==> src/rtl/sram_axi_bridge.sv <==
// sram_axi_bridge: SRAM-like req/addr_ok/data_ok client to single-beat AXI; macro SRAM_AXI_BRIDGE_BRESP_WAIT_EN holds data_ok until the B handshake
module sram_axi_bridge (
  input  logic        clk,
  input  logic        resetn,
  input  logic        req,
  input  logic        wr,
  input  logic [1:0]  size,
  input  logic [31:0] addr,
  input  logic [3:0]  wstrb,
  input  logic [31:0] wdata,
  output logic        addr_ok,
  output logic        data_ok,
  output logic [31:0] rdata,
  output logic        arvalid,
  input  logic        arready,
  output logic [31:0] araddr,
  output logic [2:0]  arsize,
  input  logic        rvalid,
  output logic        rready,
  input  logic [31:0] axi_rdata,
  output logic        awvalid,
  input  logic        awready,
  output logic [31:0] awaddr,
  output logic [2:0]  awsize,
  output logic        wvalid,
  input  logic        wready,
  output logic [31:0] axi_wdata,
  output logic [3:0]  axi_wstrb,
  input  logic        bvalid,
  output logic        bready
);
  typedef enum logic [2:0] {IDLE, AR, R, AW, B, DONE} state_t;
`ifdef SRAM_AXI_BRIDGE_BRESP_WAIT_EN
  localparam state_t AFTER_W = B;
`else
  localparam state_t AFTER_W = DONE;
`endif
  state_t      r_state, w_next;
  logic [1:0]  r_size;
  logic [31:0] r_addr, r_wdata, r_rdata;
  logic [3:0]  r_wstrb;
  logic        r_aw_done, r_w_done;
  logic        w_aw_fire, w_w_fire, w_wr_done;
  assign w_aw_fire = awvalid & awready;
  assign w_w_fire  = wvalid & wready;
  assign w_wr_done = (r_aw_done | w_aw_fire) & (r_w_done | w_w_fire);
  assign addr_ok   = r_state == IDLE;
  assign data_ok   = r_state == DONE;
  assign arvalid   = r_state == AR;
  assign rready    = r_state == R;
  assign awvalid   = (r_state == AW) & ~r_aw_done;
  assign wvalid    = (r_state == AW) & ~r_w_done;
`ifdef SRAM_AXI_BRIDGE_BRESP_WAIT_EN
  assign bready    = r_state == B;
`else
  assign bready    = 1'b1;
`endif
  assign araddr    = r_addr;
  assign awaddr    = r_addr;
  assign arsize    = {1'b0, r_size};
  assign awsize    = {1'b0, r_size};
  assign axi_wdata = r_wdata;
  assign axi_wstrb = r_wstrb;
  assign rdata     = r_rdata;
  // state register; reset abandons any transaction in flight
  always_ff @(posedge clk or negedge resetn)
    if (!resetn) r_state <= IDLE;
    else         r_state <= w_next;
  // next-state: one outstanding transaction, AW and W tracked independently
  always_comb begin
    w_next = r_state;
    case (r_state)
      IDLE:    if (req) w_next = wr ? AW : AR;
      AR:      if (arready) w_next = R;
      R:       if (rvalid) w_next = DONE;
      AW:      if (w_wr_done) w_next = AFTER_W;
      B:       if (bvalid) w_next = DONE;
      DONE:    w_next = IDLE;
      default: w_next = IDLE;
    endcase
  end
  // request latch, write handshake flags and read data capture
  always_ff @(posedge clk or negedge resetn)
    if (!resetn) begin
      r_size    <= '0;
      r_addr    <= '0;
      r_wstrb   <= '0;
      r_wdata   <= '0;
      r_rdata   <= '0;
      r_aw_done <= 1'b0;
      r_w_done  <= 1'b0;
    end else begin
      if (addr_ok & req) begin
        r_size    <= size;
        r_addr    <= addr;
        r_wstrb   <= wstrb;
        r_wdata   <= wdata;
        r_aw_done <= 1'b0;
        r_w_done  <= 1'b0;
      end
      if (w_aw_fire) r_aw_done <= 1'b1;
      if (w_w_fire)  r_w_done  <= 1'b1;
      if (rready & rvalid) r_rdata <= axi_rdata;
    end
endmodule

==> config.mk <==
export PLATFORM = sky130hd
export DESIGN_NAME = sram_axi_bridge
export DESIGN_NICKNAME = d
export VERILOG_FILES = /design/src/rtl/sram_axi_bridge.sv
export SDC_FILE = /design/constraint.sdc
export NUM_CORES = 1
export LEC_CHECK = 0
export ABC_AREA = 1
export CAP_MARGIN = 20
export CORE_ASPECT_RATIO = 0.5
export CORE_MARGIN = 3
export CORE_UTILIZATION = 42
export CTS_CLUSTER_SIZE = 30
export DETAILED_ROUTE_END_ITERATION = 12
export GPL_TIMING_DRIVEN = 0
export HOLD_SLACK_MARGIN = 0.1
export PLACE_DENSITY = 0.87
export SLEW_MARGIN = 15
export SYNTH_ARGS = -nofsm -noshare
export SYNTH_HDL_FRONTEND = slang
export SYNTH_SLANG_ARGS = --single-unit
==> constraint.sdc <==
create_clock -name clk -period 3.4 [get_ports clk]
set_input_delay 0.51 -clock clk [delete_from_list [all_inputs] [get_ports clk]]
set_output_delay 0.51 -clock clk [all_outputs]
set_load 0.02 [all_outputs]
==> results.py <==
metrics = {
    "run_status": {
        "status": "completed",
    },
    "clock_tree": {
        "cts.repair.resized": 0,
        "cts.sinks": 107,
        "cts_max_path_buffers": 2,
        "clock_latency_ns": 0.34,
        "cts_tree": "yes",
        "cts_root_buf": "clkbuf_16",
        "clk_pin_slew_ns": 0.07,
        "post_cts_buffers": 0,
        "htree_levels": 3,
        "cts_hold_buf": 0,
        "cts_buffers": 9,
    },
    "worst_setup_path": {
        "crit_slowest_cell": "clkdlybuf4s50_1",
        "startpoint_type": "register",
        "endpoint_kind": "output pin",
        "worst-path-buf-inv": 4,
        "cp_top_family": "buffers and inverters",
        "crit_type": "register to output pin",
        "rr_worst_depth": 8,
        "startpoint": "r_state[1]$_DFFE_PN0P_",
        "r2r_start": "r_state[0]$_DFFE_PN0P_",
        "path_common_cell": "inv_2",
        "cp_cell_sequence": "inv_2 > nor2_2 > inv_2 > nor2_8 > buf_4 > clkdlybuf4s50_1",
        "cp_data_required_time_ns": 2.89,
        "rrSetupSlack_ns": 1.70,
        "path_max_fanout": 10,
        "arrival_ns": 2.07,
        "reg2reg_to": "araddr[30]$_DFFE_PN0P_",
        "slowest_delay_ns": 0.64,
    },
    "power": {
        "fin_total_pwr_mw": 7.41,
        "p_seq_frac": 0.304,
        "switching_power_mw": 3.01,
        "powerDensity_nw_per_um2": 981,
        "leakagePower_nw": 3.77,
        "power.share.clock": 0.134,
        "combinationalPowerShare": 0.562,
        "swShare": 0.407,
        "ir_drop_mv": 0.427,
        "p_int_mw": 4.39,
    },
    "flow_run": {
        "drv_cap": 0,
    },
    "detailed_routing": {
        "post_drt_wl_per_cell_microns": 14.7,
        "postRouteAntennaNets": 0,
        "via_per_inst": 4.57,
        "drt_iter0_drc": 206,
        "route.detailed.drc": 0,
        "vias": 4282,
        "wl_microns": 13800,
        "firstDrtPassIters": 4,
    },
    "yosys": {
        "synth_fa_ha_area_frac": 0,
        "syn_area_sq_um": 4550,
        "yosysTopAreaCell": "dfrtp_1",
        "ys_ff_latch": 107,
        "synth_mux_area_frac": 0,
        "ys_warn_count": 0,
        "synth_top_family_by_area": "simple AND/OR/NAND/NOR gates",
        "synthXorXnorAreaFrac": 0,
        "synth_top_area_share": 0.589,
        "netlist_instances": 529,
        "seq_area_frac_synth": 0.589,
        "synth-compound-area-share": 0.00330,
        "syn_avg_cell_area_sq_um": 8.60,
        "synth.area.top_cells": "dfrtp_1 (59%), nand2_1 (24%), buf_4 (6.6%), nand3_1 (4.2%), buf_2 (1.7%)",
        "ys_types": 19,
        "yosys.area_share.simple": 0.304,
    },
    "layout": {
        "final_layout_size_suffix_gt1_frac": 0.104,
        "diodes": 0,
        "final_cells": 938,
        "fin_area_sq_um": 7550,
        "post-route-util": 0.727,
        "fin_nets": 904,
        "area_growth_pct": 66.0,
    },
    "timing": {
        "drv_slew": 0,
        "period_needed_ns": 2.58,
        "setup_violations": 0,
        "rsz0062_at_grt": "no",
        "hold_violations": 0,
        "fin_setup_tns_ns": 0,
        "fin_skew_ns": 0.0103,
        "final.setup.worst_slack_ns": 0.824,
        "period_share": 0.758,
        "max_freq_mhz": 388,
        "max_slew.worst_pin.slew_ns": 0.530,
        "hold_ws_ns": 0.112,
        "slew_headroom": 0.647,
    },
    "floorplan": {
        "dieArea_sq_um": 12200,
        "start_util": 0.438,
        "die_y_microns": 79.6,
        "rows": 26,
        "dieWidth_microns": 153,
        "io-pin-count": 256,
        "core_sq_um": 10400,
    },
    "placed_design": {
        "place.gp.congestion": 0.810,
        "post-place-cells": 922,
        "dpl_worst_slack_ns": 1.18,
        "dp_hpwl_microns": 10700,
        "place_area_sq_um": 7270,
        "portBuffers": 251,
    },
    "global_route": {
        "globalRouteTotalUtil": 0.225,
        "grt_max_degree": 55,
        "grt-ovfl-total": 0,
        "grt_pass1_wl_microns": 21900,
        "first_global_vias": 4314,
        "antenna_found_initial": 0,
    },
    "min_path": {
        "hold_class": "primary input to async pin",
    },
}
## state kept, by name (all words and copies together) (netlist names)
register and cells:
rdata 32, r_size 2, axi_wdata 32, araddr 32, r_w_done 1, r_aw_done 1, axi_wstrb 4, r_state 3
## cell families after synthesis
group	Yosys count
compound gates	3
buf+inv	73
flops	107
other cells	2
simple gates	344
## how the worst max path moves through the flow
stage / endpoint / slack (ns) / cells past startpoint
3_5_place_dp: rready / 1.18 / 6
6_report: rready / 0.82 / 6
3_3_place_gp: axi_wdata[14]$_DFFE_PN0P_ / -2.23 / 1
4_1_cts: rready / 0.82 / 6
2_1_floorplan: awvalid / 1.77 / 3
5_1_grt: rready / 0.70 / 6
## layer usage
metal / wire [microns] / GRT usage
met1: 5300 / 0.255
met2: 7650 / 0.440
met3: 514 / 0.0444
met4: 300 / 0.0569
met5: 0 / 0
## cell usage after synthesis
cell type / instances
a21oi_1: 2
buf_2: 15
buf_4: 40
buf_6: 3
clkbuf_1: 4
conb_1: 2
dfrtp_1: 107
inv_1: 8
inv_2: 3
nand2_1: 290
nand2_2: 1
nand3_1: 38
nand3b_1: 1
nor2_1: 8
nor2_2: 1
nor2_4: 2
nor2_8: 1
nor3_1: 2
o21ai_0: 1
## power groups by stage
| stage | logic [mW] | registers (mW) | clock network [mW] |
|---|---|---|---|
| 6_report | 4.16 | 2.25 | 0.995 |
| 5_1_grt | 4.46 | 2.33 | 1.06 |
| 4_1_cts | 4.20 | 2.25 | 1.02 |
| 3_5_place_dp | 4.19 | 2.27 | 0 |
| 3_3_place_gp | 4.09 | 2.24 | 0 |
| 2_1_floorplan | 1.48 | 2.91 | 0 |
## final cells by class
class / count / area (sq um)
Buffer: 62 / 424
Multi-Input combinational cell: 350 / 1410
Clock inverter: 4 / 23.8
Clock buffer: 12 / 256
Tap cell: 140 / 175
Inverter: 11 / 41.3
Timing Repair Buffer: 252 / 2540
Fill cell: 758 / 2830
Sequential cell: 107 / 2680
## cells in the final DEF (no fill, tap or decap), drive strengths merged
master and instances:
clkdlybuf4s50 250, nand3b 1, o21ai 1, buf 60, inv 12, a21oi 2
clkinv 3, nand3 38, clkbuf 16, conb 3, nor3 2, nor2 12
dfrtp 107, nand2 291
(Power assumes the default switching activity.)
